File: config.mk
export PLATFORM = sky130hd
export DESIGN_NAME = mac_acc_stage
export DESIGN_NICKNAME = d
export VERILOG_FILES = /design/src/rtl/mac_acc_stage.sv
export SDC_FILE = /design/constraint.sdc
export NUM_CORES = 1
export LEC_CHECK = 0
export ABC_AREA = 1
export BUFFER_PORTS_ARGS = -buffer_cell sky130_fd_sc_hd__buf_4
export CORE_AREA = 4 4 140 142
export CTS_BUF_LIST = sky130_fd_sc_hd__clkbuf_8
export DETAILED_ROUTE_END_ITERATION = 8
export DIE_AREA = 0 0 144 146
export PLACE_DENSITY_LB_ADDON = 0.12
export SLEW_MARGIN = 20
export SYNTH_ARGS = -nofsm -noshare
export SYNTH_HDL_FRONTEND = slang
export SYNTH_SLANG_ARGS = --single-unit
File: constraint.sdc
create_clock -name nvdla_core_clk -period 4.02 [get_ports nvdla_core_clk]
set_input_delay 0.402 -clock nvdla_core_clk [delete_from_list [all_inputs] [get_ports nvdla_core_clk]]
set_output_delay 0.402 -clock nvdla_core_clk [all_outputs]
set_load 0.02 [all_outputs]
File: src/rtl/mac_acc_stage.sv
// mac_acc_stage: dot-product accumulation stage behind a 16x16 multiplier.
// Takes signed 32-bit product beats and adds them into a 40-bit accumulator.
// On each in_last beat it loads the sum and beat count into a one-deep result
// register. Both sides use valid/ready handshakes.
//
// Optional feature macro: MAC_ACC_SAT_EN
//   When this macro is defined, the loaded result is clamped to the signed
//   32-bit range, and out_sat flags each clamp.
//   When it is undefined, the full 40-bit sum is loaded and out_sat is tied
//   to 0.
//   The internal accumulator is never clamped in either build.
module mac_acc_stage (
    input  logic        nvdla_core_clk,
    input  logic        nvdla_core_rst,
    input  logic        acc_clr,
    input  logic        in_valid,
    output logic        in_ready,
    input  logic [31:0] in_prod,
    input  logic        in_last,
    output logic        out_valid,
    input  logic        out_ready,
    output logic [39:0] out_sum,
    output logic [7:0]  out_cnt,
    output logic        out_sat
);

    localparam logic [31:0] NEG_ZERO_CODE = 32'h8000_0000;
    localparam logic [7:0]  CNT_MAX       = 8'hFF;

    // Accumulator state
    logic [39:0] r_acc;
    logic [7:0]  r_cnt;
    logic        r_first;

    // Result register
    logic        r_out_valid;
    logic [39:0] r_out_sum;
    logic [7:0]  r_out_cnt;

    // Datapath wires
    logic        w_accept;
    logic        w_load;
    logic        w_pop;
    logic        w_restart;
    logic [39:0] w_prod_ext;
    logic [39:0] w_acc_base;
    logic [39:0] w_acc_next;
    logic [7:0]  w_cnt_base;
    logic [7:0]  w_cnt_next;
    logic [39:0] w_sum_load;

    // The result register frees up in the same cycle that the consumer pops it.
    assign in_ready = !r_out_valid || out_ready;

    assign w_accept = in_valid && in_ready;
    assign w_load   = w_accept && in_last;
    assign w_pop    = r_out_valid && out_ready;

    // acc_clr on the edge of an accepted beat makes that beat the first of a new vector.
    assign w_restart = r_first || acc_clr;

    // 0x8000_0000 can only be a signed zero from the multiplier, so it is treated as 0.
    always_comb begin
        w_prod_ext = {{8{in_prod[31]}}, in_prod};
        if (in_prod == NEG_ZERO_CODE) begin
            w_prod_ext = 40'd0;
        end
    end

    // Next accumulator value and beat count; the count sticks at 255.
    always_comb begin
        w_acc_base = w_restart ? 40'd0 : r_acc;
        w_cnt_base = w_restart ? 8'd0 : r_cnt;
        w_acc_next = w_acc_base + w_prod_ext;
        w_cnt_next = (w_cnt_base == CNT_MAX) ? CNT_MAX : (w_cnt_base + 8'd1);
    end

`ifdef MAC_ACC_SAT_EN
    logic w_ovf;
    logic r_out_sat;

    // Clamp the loaded sum to the signed 32-bit range.
    // The sum fits in that range when bits 39..31 all equal the sign bit.
    always_comb begin
        w_ovf      = !((&w_acc_next[39:31]) || !(|w_acc_next[39:31]));
        w_sum_load = w_acc_next;
        if (w_ovf) begin
            w_sum_load = w_acc_next[39] ? {{9{1'b1}}, 31'd0} : {9'd0, {31{1'b1}}};
        end
    end

    // Saturation flag travels with the result it describes.
    always_ff @(posedge nvdla_core_clk or posedge nvdla_core_rst) begin
        if (nvdla_core_rst) begin
            r_out_sat <= 1'b0;
        end else if (w_load) begin
            r_out_sat <= w_ovf;
        end
    end

    assign out_sat = r_out_sat;
`else
    // Without clamping, the full 40-bit accumulator goes to the result.
    always_comb begin
        w_sum_load = w_acc_next;
    end

    assign out_sat = 1'b0;
`endif

    // Accumulator update.
    // An abort with no accepted beat restarts the vector; an accepted beat always accumulates.
    always_ff @(posedge nvdla_core_clk or posedge nvdla_core_rst) begin
        if (nvdla_core_rst) begin
            r_acc   <= 40'd0;
            r_cnt   <= 8'd0;
            r_first <= 1'b1;
        end else if (w_accept) begin
            r_acc   <= w_acc_next;
            r_cnt   <= w_cnt_next;
            r_first <= in_last;
        end else if (acc_clr) begin
            r_acc   <= 40'd0;
            r_cnt   <= 8'd0;
            r_first <= 1'b1;
        end
    end

    // Result register.
    // A load takes priority over a pop on the same edge, so valid stays high
    // across back-to-back results.
    always_ff @(posedge nvdla_core_clk or posedge nvdla_core_rst) begin
        if (nvdla_core_rst) begin
            r_out_valid <= 1'b0;
            r_out_sum   <= 40'd0;
            r_out_cnt   <= 8'd0;
        end else if (w_load) begin
            r_out_valid <= 1'b1;
            r_out_sum   <= w_sum_load;
            r_out_cnt   <= w_cnt_next;
        end else if (w_pop) begin
            r_out_valid <= 1'b0;
        end
    end

    assign out_valid = r_out_valid;
    assign out_sum   = r_out_sum;
    assign out_cnt   = r_out_cnt;

endmodule

==> impl_metrics.yaml, run 1 <==
timing:
  rsz0062_at_grt: "false"
  max_slew_margin_pct: 55.4
  period_share_pct: 81.1
  fmax_mhz: 307
  hold_slack_ns: 0.293
  finalWorstSetupSlack_ns: 0.758
  final_max_slew_viol_count: 0
  worst_slew_pin_slew_ns: 0.668
  period_needed_ns: 3.26
  fin_tns_setup_ns: 0
  setup_violations: 0
  skew_ns: 0.0143
  hold_violations: 0
synthesis:
  synth_cell_types: 38
  synth_fa_ha_area_share_pct: 7.17
  synthMuxAreaShare_pct: 0
  yosys.area_share.simple_pct: 36.2
  yosysWarnings: 0
  synthTopCellsByArea: "dfrtp_1 (33%), nand2_1 (21%), inv_1 (9.0%)"
  synth-xor-area-share_pct: 2.53
  ys_async_sr_fraction_pct: 100
  synth_ff_type: "dfrtp_1"
  synth_nets: 1223
  synthCells: 1144
  synth-compound-area-share_pct: 7.67
  syn_area_mm2: 0.00726
  ys_seq_area_share_pct: 33.8
  avgSynthCellArea_um2: 6.35
  yosys.area.top_type_share_pct: 33.4
  synth_top_area_cell: "dfrtp_1"
  synth_top_family_by_area: "simple AND/OR/NAND/NOR gates"
  synth-seq-cells: 98
  synth_edf_count: 0
pwr:
  p_int_mw: 1.76
  pwr-share-seq_pct: 42.8
  power.total_mw: 2.82
  power_frac_clock_pct: 24.6
  pwr-share-comb_pct: 32.7
  powerDensity_mw_per_mm2: 341
  swShare_pct: 37.5
  switchingPower_mw: 1.06
  leakagePower_nw: 4.63
  vdd_drop_max_mv: 0.201
placed_design:
  hpwl_um: 16500
  io_buffers: 87
  dp.cells: 1420
  gp_congestion: 0.932
  post-place-ws_ns: 0.748
  place_area_mm2: 0.00806
detailed_routing:
  antenna_left: 0
  first_pass_iters: 5
  post_drt_wl_per_cell_um: 14.6
  routed_wl_um: 20900
  viasPerCell: 4.73
  drc: 0
  drt_iter0_markers: 412
  vias: 6804
global_routing:
  overflow: 0
  grt_max_degree: 47
  grt_antenna_before_repair: 0
  grt_pass1_wl_um: 34400
  grtUsageTotal_pct: 20.4
  grt_pass1_vias: 6662
floorplanning:
  start_util_pct: 39.3
  die_x_um: 144
  io_pins: 89
  die_area_mm2: 0.0210
  core_area_mm2: 0.0185
  num_rows: 50
  die_h_um: 146
setup_path:
  critical_path_required_ns: 4.32
  path_class: "register to register"
  critPathMaxFanout: 33
  r2r-start: "r_first"
  crit_path_end_kind: "register"
  arrival_ns: 3.56
  worst_setup_path_start_kind: "register"
  critPathLaunch: "r_first"
cells_and_area:
  drive_gt1_share_pct: 11.7
  fillers: 2001
  utilization_pct: 44.8
  stdcell_count: 1437
  n_antenna_cell: 0
  layout.nets: 1277
  design_area_mm2: 0.00827
  final_common_cell: "nand2_1"
  synthToLayoutAreaGrowth_pct: 13.9
  final_cell_mix: "nand2_1 (408), inv_1 (175), nor2_1 (121)"
clocking:
  worstSkewPairLatency_ns: 0.40
  clockBufferDepth: 2
  cts_root_buf: "clkbuf_8"
  cts_tree: "yes"
  hold_buffers: 1
  cts_max_level: 3
  clkTransAtPathRegs_ns: 0.11
  cts_setup_buffers: 0
  cts_made_buffers: 9
  clock-sinks: 98
  cts-resized-gates: 0
flow_run:
  max_cap_violations: 0
min_path:
  min_path_type: "input pin to register"
  hp-start: "out_ready"
status:
  status: "complete, no violations"
-- registers in the layout, summed over array words and instances, names as in the netlist --
signal	flops
r_first	1
out_cnt	8
r_acc	40
out_sum	40
out_valid	1
r_cnt	8
-- path summary, 6_finish.rpt --
path                       depth (start not counted)   endpoint  slack (ns)
max in group asynchronous                          4  r_acc[32]        2.57
max                                               16  r_acc[28]        0.76
min                                                4  out_valid        0.29
max reg2reg                                       16  r_acc[28]        0.76
min in group asynchronous                          3   r_cnt[0]        0.53
min reg2reg                                        2  r_acc[29]        0.49
-- cell usage after synthesis (all sizes together) (11+ instances only) --
| library cell | instances |
|---|---|
| nand3 | 77 |
| nor2 | 129 |
| clkbuf | 43 |
| o21ai | 51 |
| o22ai | 14 |
| a21oi | 35 |
| xnor2 | 16 |
| dfrtp | 97 |
| buf | 11 |
| nand2 | 412 |
| ha | 40 |
| inv | 183 |
-- routing by layer --
metal,track usage (%),routed length [um],vias to the layer above
met1,29.1,10500,3069
met3,2.79,801,18
met2,32.2,9230,117
li1,-,-,3600
met4,5.84,346,0
met5,0,0,-
-- power groups by stage --
stage	Sequential, mW	Clock, mW	Combinational, mW
detailed placement	1.23	0	0.929
finish	1.21	0.693	0.922
global placement	1.23	0	0.921
CTS	1.21	0.723	0.933
global route	1.23	0.763	1.03
floorplan	1.33	0	0.494
-- critical path, stage by stage, from the launching register on --
cell	delay [ns]
dfstp_2	0.56
nor2_4	0.06
inv_2	0.49
buf_4	0.33
nor2_1	0.06
ha_1	0.37
nand2_1	0.10
inv_1	0.10
nand2_1	0.15
nor2_1	0.17
nand4_1	0.10
nand3_1	0.21
nand2_1	0.15
nand2_1	0.09
nand2_1	0.06
nand3_1	0.07
nand2_1	0.06
-- logic make-up after synthesis --
group | after synthesis
AO/OA/AOI/OAI | 104
XOR/XNOR | 21
adder cells (fa/ha/maj) | 41
buffers and inverters | 238
flip-flops | 98
other | 1
AND/OR/NAND/NOR | 641
-- cell type report --
type / instances / area, um^2 / share of cell area (%)
Clock buffer: 9 / 124 / 1.50
Timing Repair Buffer: 97 / 731 / 8.84
Multi-Input combinational cell: 808 / 3900 / 47.1
Inverter: 184 / 693 / 8.38
Sequential cell: 98 / 2450 / 29.7
Clock inverter: 7 / 76.3 / 0.923
Tap cell: 234 / 293 / 3.54
Note: power is estimated with default switching activity, not from simulation.
==> inputs of run 2 (changes only) <==
Clock period 4.02 ns to 3.25 ns, I/O delays scaled along.
==> run 2 against run 1 <==
  * Wire length up 2.3%
  * Final cell count up 0.56%
  * Non-clock buffer count up 8
  * Largest cell class unchanged
  * Clock skew up 0.0043 ns
  * Hold slack worse by 0.18 ns
==> impl_metrics.yaml, run 2 (synthesized netlist as in run 1, its figures left out) <==
pwr:
  powerDensity_mw_per_mm2: 421
  leakagePower_nw: 4.69
  vdd_drop_max_mv: 0.214
detailed_routing:
  drt_iter0_markers: 385
  m1WireLength_um: 10800
  first_pass_iters: 5
  antenna_left: 0
  vias: 6859
  drc: 0
  route.met2.wl_um: 9410
  top_layer: "met4"
  routed_wl_um: 21400
  wl_met3_um: 934
  viasPerCell: 4.75
  post_drt_wl_per_cell_um: 14.8
setup_path:
  rrSetupSlack_ns: 0.38
  path_class: "register to register"
  worst-path-stages: 14
  slowest_delay_ns: 0.56
  arrival_ns: 3.12
  worstPathCellList: "nor2_4, inv_2, buf_4, nor2_1, fa_1, nand3_1, nand3_2, nand2_1, nand2_1, nand2_1, nand3_1, or2_1, nand3_1, o21ai_0"
  worstSetupEndpoint: "r_acc[22]"
  critPathMaxFanout: 13
  cp_slowest_cell: "dfstp_2"
  worst_setup_path_start_kind: "register"
  crit_family: "simple AND/OR/NAND/NOR gates"
  critical_path_required_ns: 3.50
  rr_worst_depth: 14
  critPathBufInv: 2
  rr_endpoint: "r_acc[22]"
  r2r-start: "r_first"
  critPathLaunch: "r_first"
  crit_path_end_kind: "register"
floorplanning:
  io_pins: 89
  die_h_um: 146
  die_area_mm2: 0.0210
  die_x_um: 144
  core_area_mm2: 0.0185
  start_util_pct: 39.3
  num_rows: 50
timing:
  fin_tns_setup_ns: 0
  finalWorstSetupSlack_ns: 0.376
  hold_violations: 0
  max_slew_margin_pct: 44.0
  period_needed_ns: 2.87
  hold_slack_ns: 0.117
  skew_ns: 0.0186
  final_max_slew_viol_count: 0
  period_share_pct: 88.4
  fmax_mhz: 348
  rsz0062_at_grt: "false"
  worst_slew_pin_slew_ns: 0.840
  setup_violations: 0
clocking:
  hold_buffers: 0
  clkTransAtPathRegs_ns: 0.11
  cts_made_buffers: 9
  worstSkewPairLatency_ns: 0.38
  cts-resized-gates: 0
  clock-sinks: 98
  cts_root_buf: "clkbuf_8"
  cts_max_level: 3
  cts_setup_buffers: 0
  cts_tree: "yes"
  clockBufferDepth: 2
flow_run:
  max_cap_violations: 0
global_routing:
  grt_max_degree: 67
  grtUsageTotal_pct: 20.7
  overflow: 0
  grt_antenna_before_repair: 0
  grt_pass1_wl_um: 34600
  grt_pass1_vias: 6567
cells_and_area:
  synthToLayoutAreaGrowth_pct: 15.2
  final_common_cell: "nand2_1"
  final_cell_mix: "nand2_1 (408), inv_1 (175), nor2_1 (121)"
  n_antenna_cell: 0
  drive_gt1_share_pct: 12.4
  layout.nets: 1285
  design_area_mm2: 0.00837
status:
  status: "complete, no violations"
placed_design:
  gp_congestion: 0.967
  place_area_mm2: 0.00816
  post-place-ws_ns: 0.292
  hpwl_um: 16900
  io_buffers: 87
min_path:
  min_path_type: "input pin to asynchronous set/reset pin"
==> run 2: cell types whose count changed in the layout (fill, tap and decap cells not counted) <==
cell | previous run | this run
clkinv_2 | 0 | 1
clkbuf_8 | 9 | 10
buf_12 | 0 | 3
dlygate4sd3_1 | 1 | 0
clkinvlp_4 | 1 | 0
clkinv_4 | 2 | 1
buf_4 | 96 | 102
==> run 2: worst min-delay path by stage <==
stage | to | slack (ns) | cells past startpoint
2_1_floorplan | r_acc[19] | 0.45 | 2
3_3_place_gp | r_acc[36] | 0.47 | 2
3_5_place_dp | r_acc[19] | 0.47 | 2
4_1_cts | out_sum[7] | 0.15 | 2
5_1_grt | out_sum[4] | 0.17 | 2
6_report | out_sum[4] | 0.12 | 2
==> run 2: layout make-up <==
type                       instances  area (um^2)
fill                            2010        10100
multi-input combinational        808         3900
sequential                        98         2450
timing repair buffer             105          826
inverter                         184          693
tap                              234          293
clock buffer                      10          138
clock inverter                     6         65.1
==> run 2: power breakdown <==
part	internal [mW]	total [mW]	switching (mW)
sequential	1.40	1.50	0.0931
combinational	0.431	1.16	0.731
clock	0.381	0.861	0.480
total	2.21	3.52	1.30
==> run 2: routing by layer <==
metal	track usage, %	vias to the layer above
li1	-	3613
met1	30.6	3101
met2	31.9	133
met3	3.22	12
met4	4.10	0
met5	0	-
==> run 2: stage by stage <==
stage / utilization [%] / instances / total power, mW
after floorplan: - / 1144 / 2.25
after global placement: 44.2 / 1429 / 2.68
after detailed placement: 44.2 / 1429 / 2.69
after CTS: 45.3 / 1445 / 3.56
after global routing: 45.3 / 1445 / 3.76
final: 45.3 / 1445 / 3.52
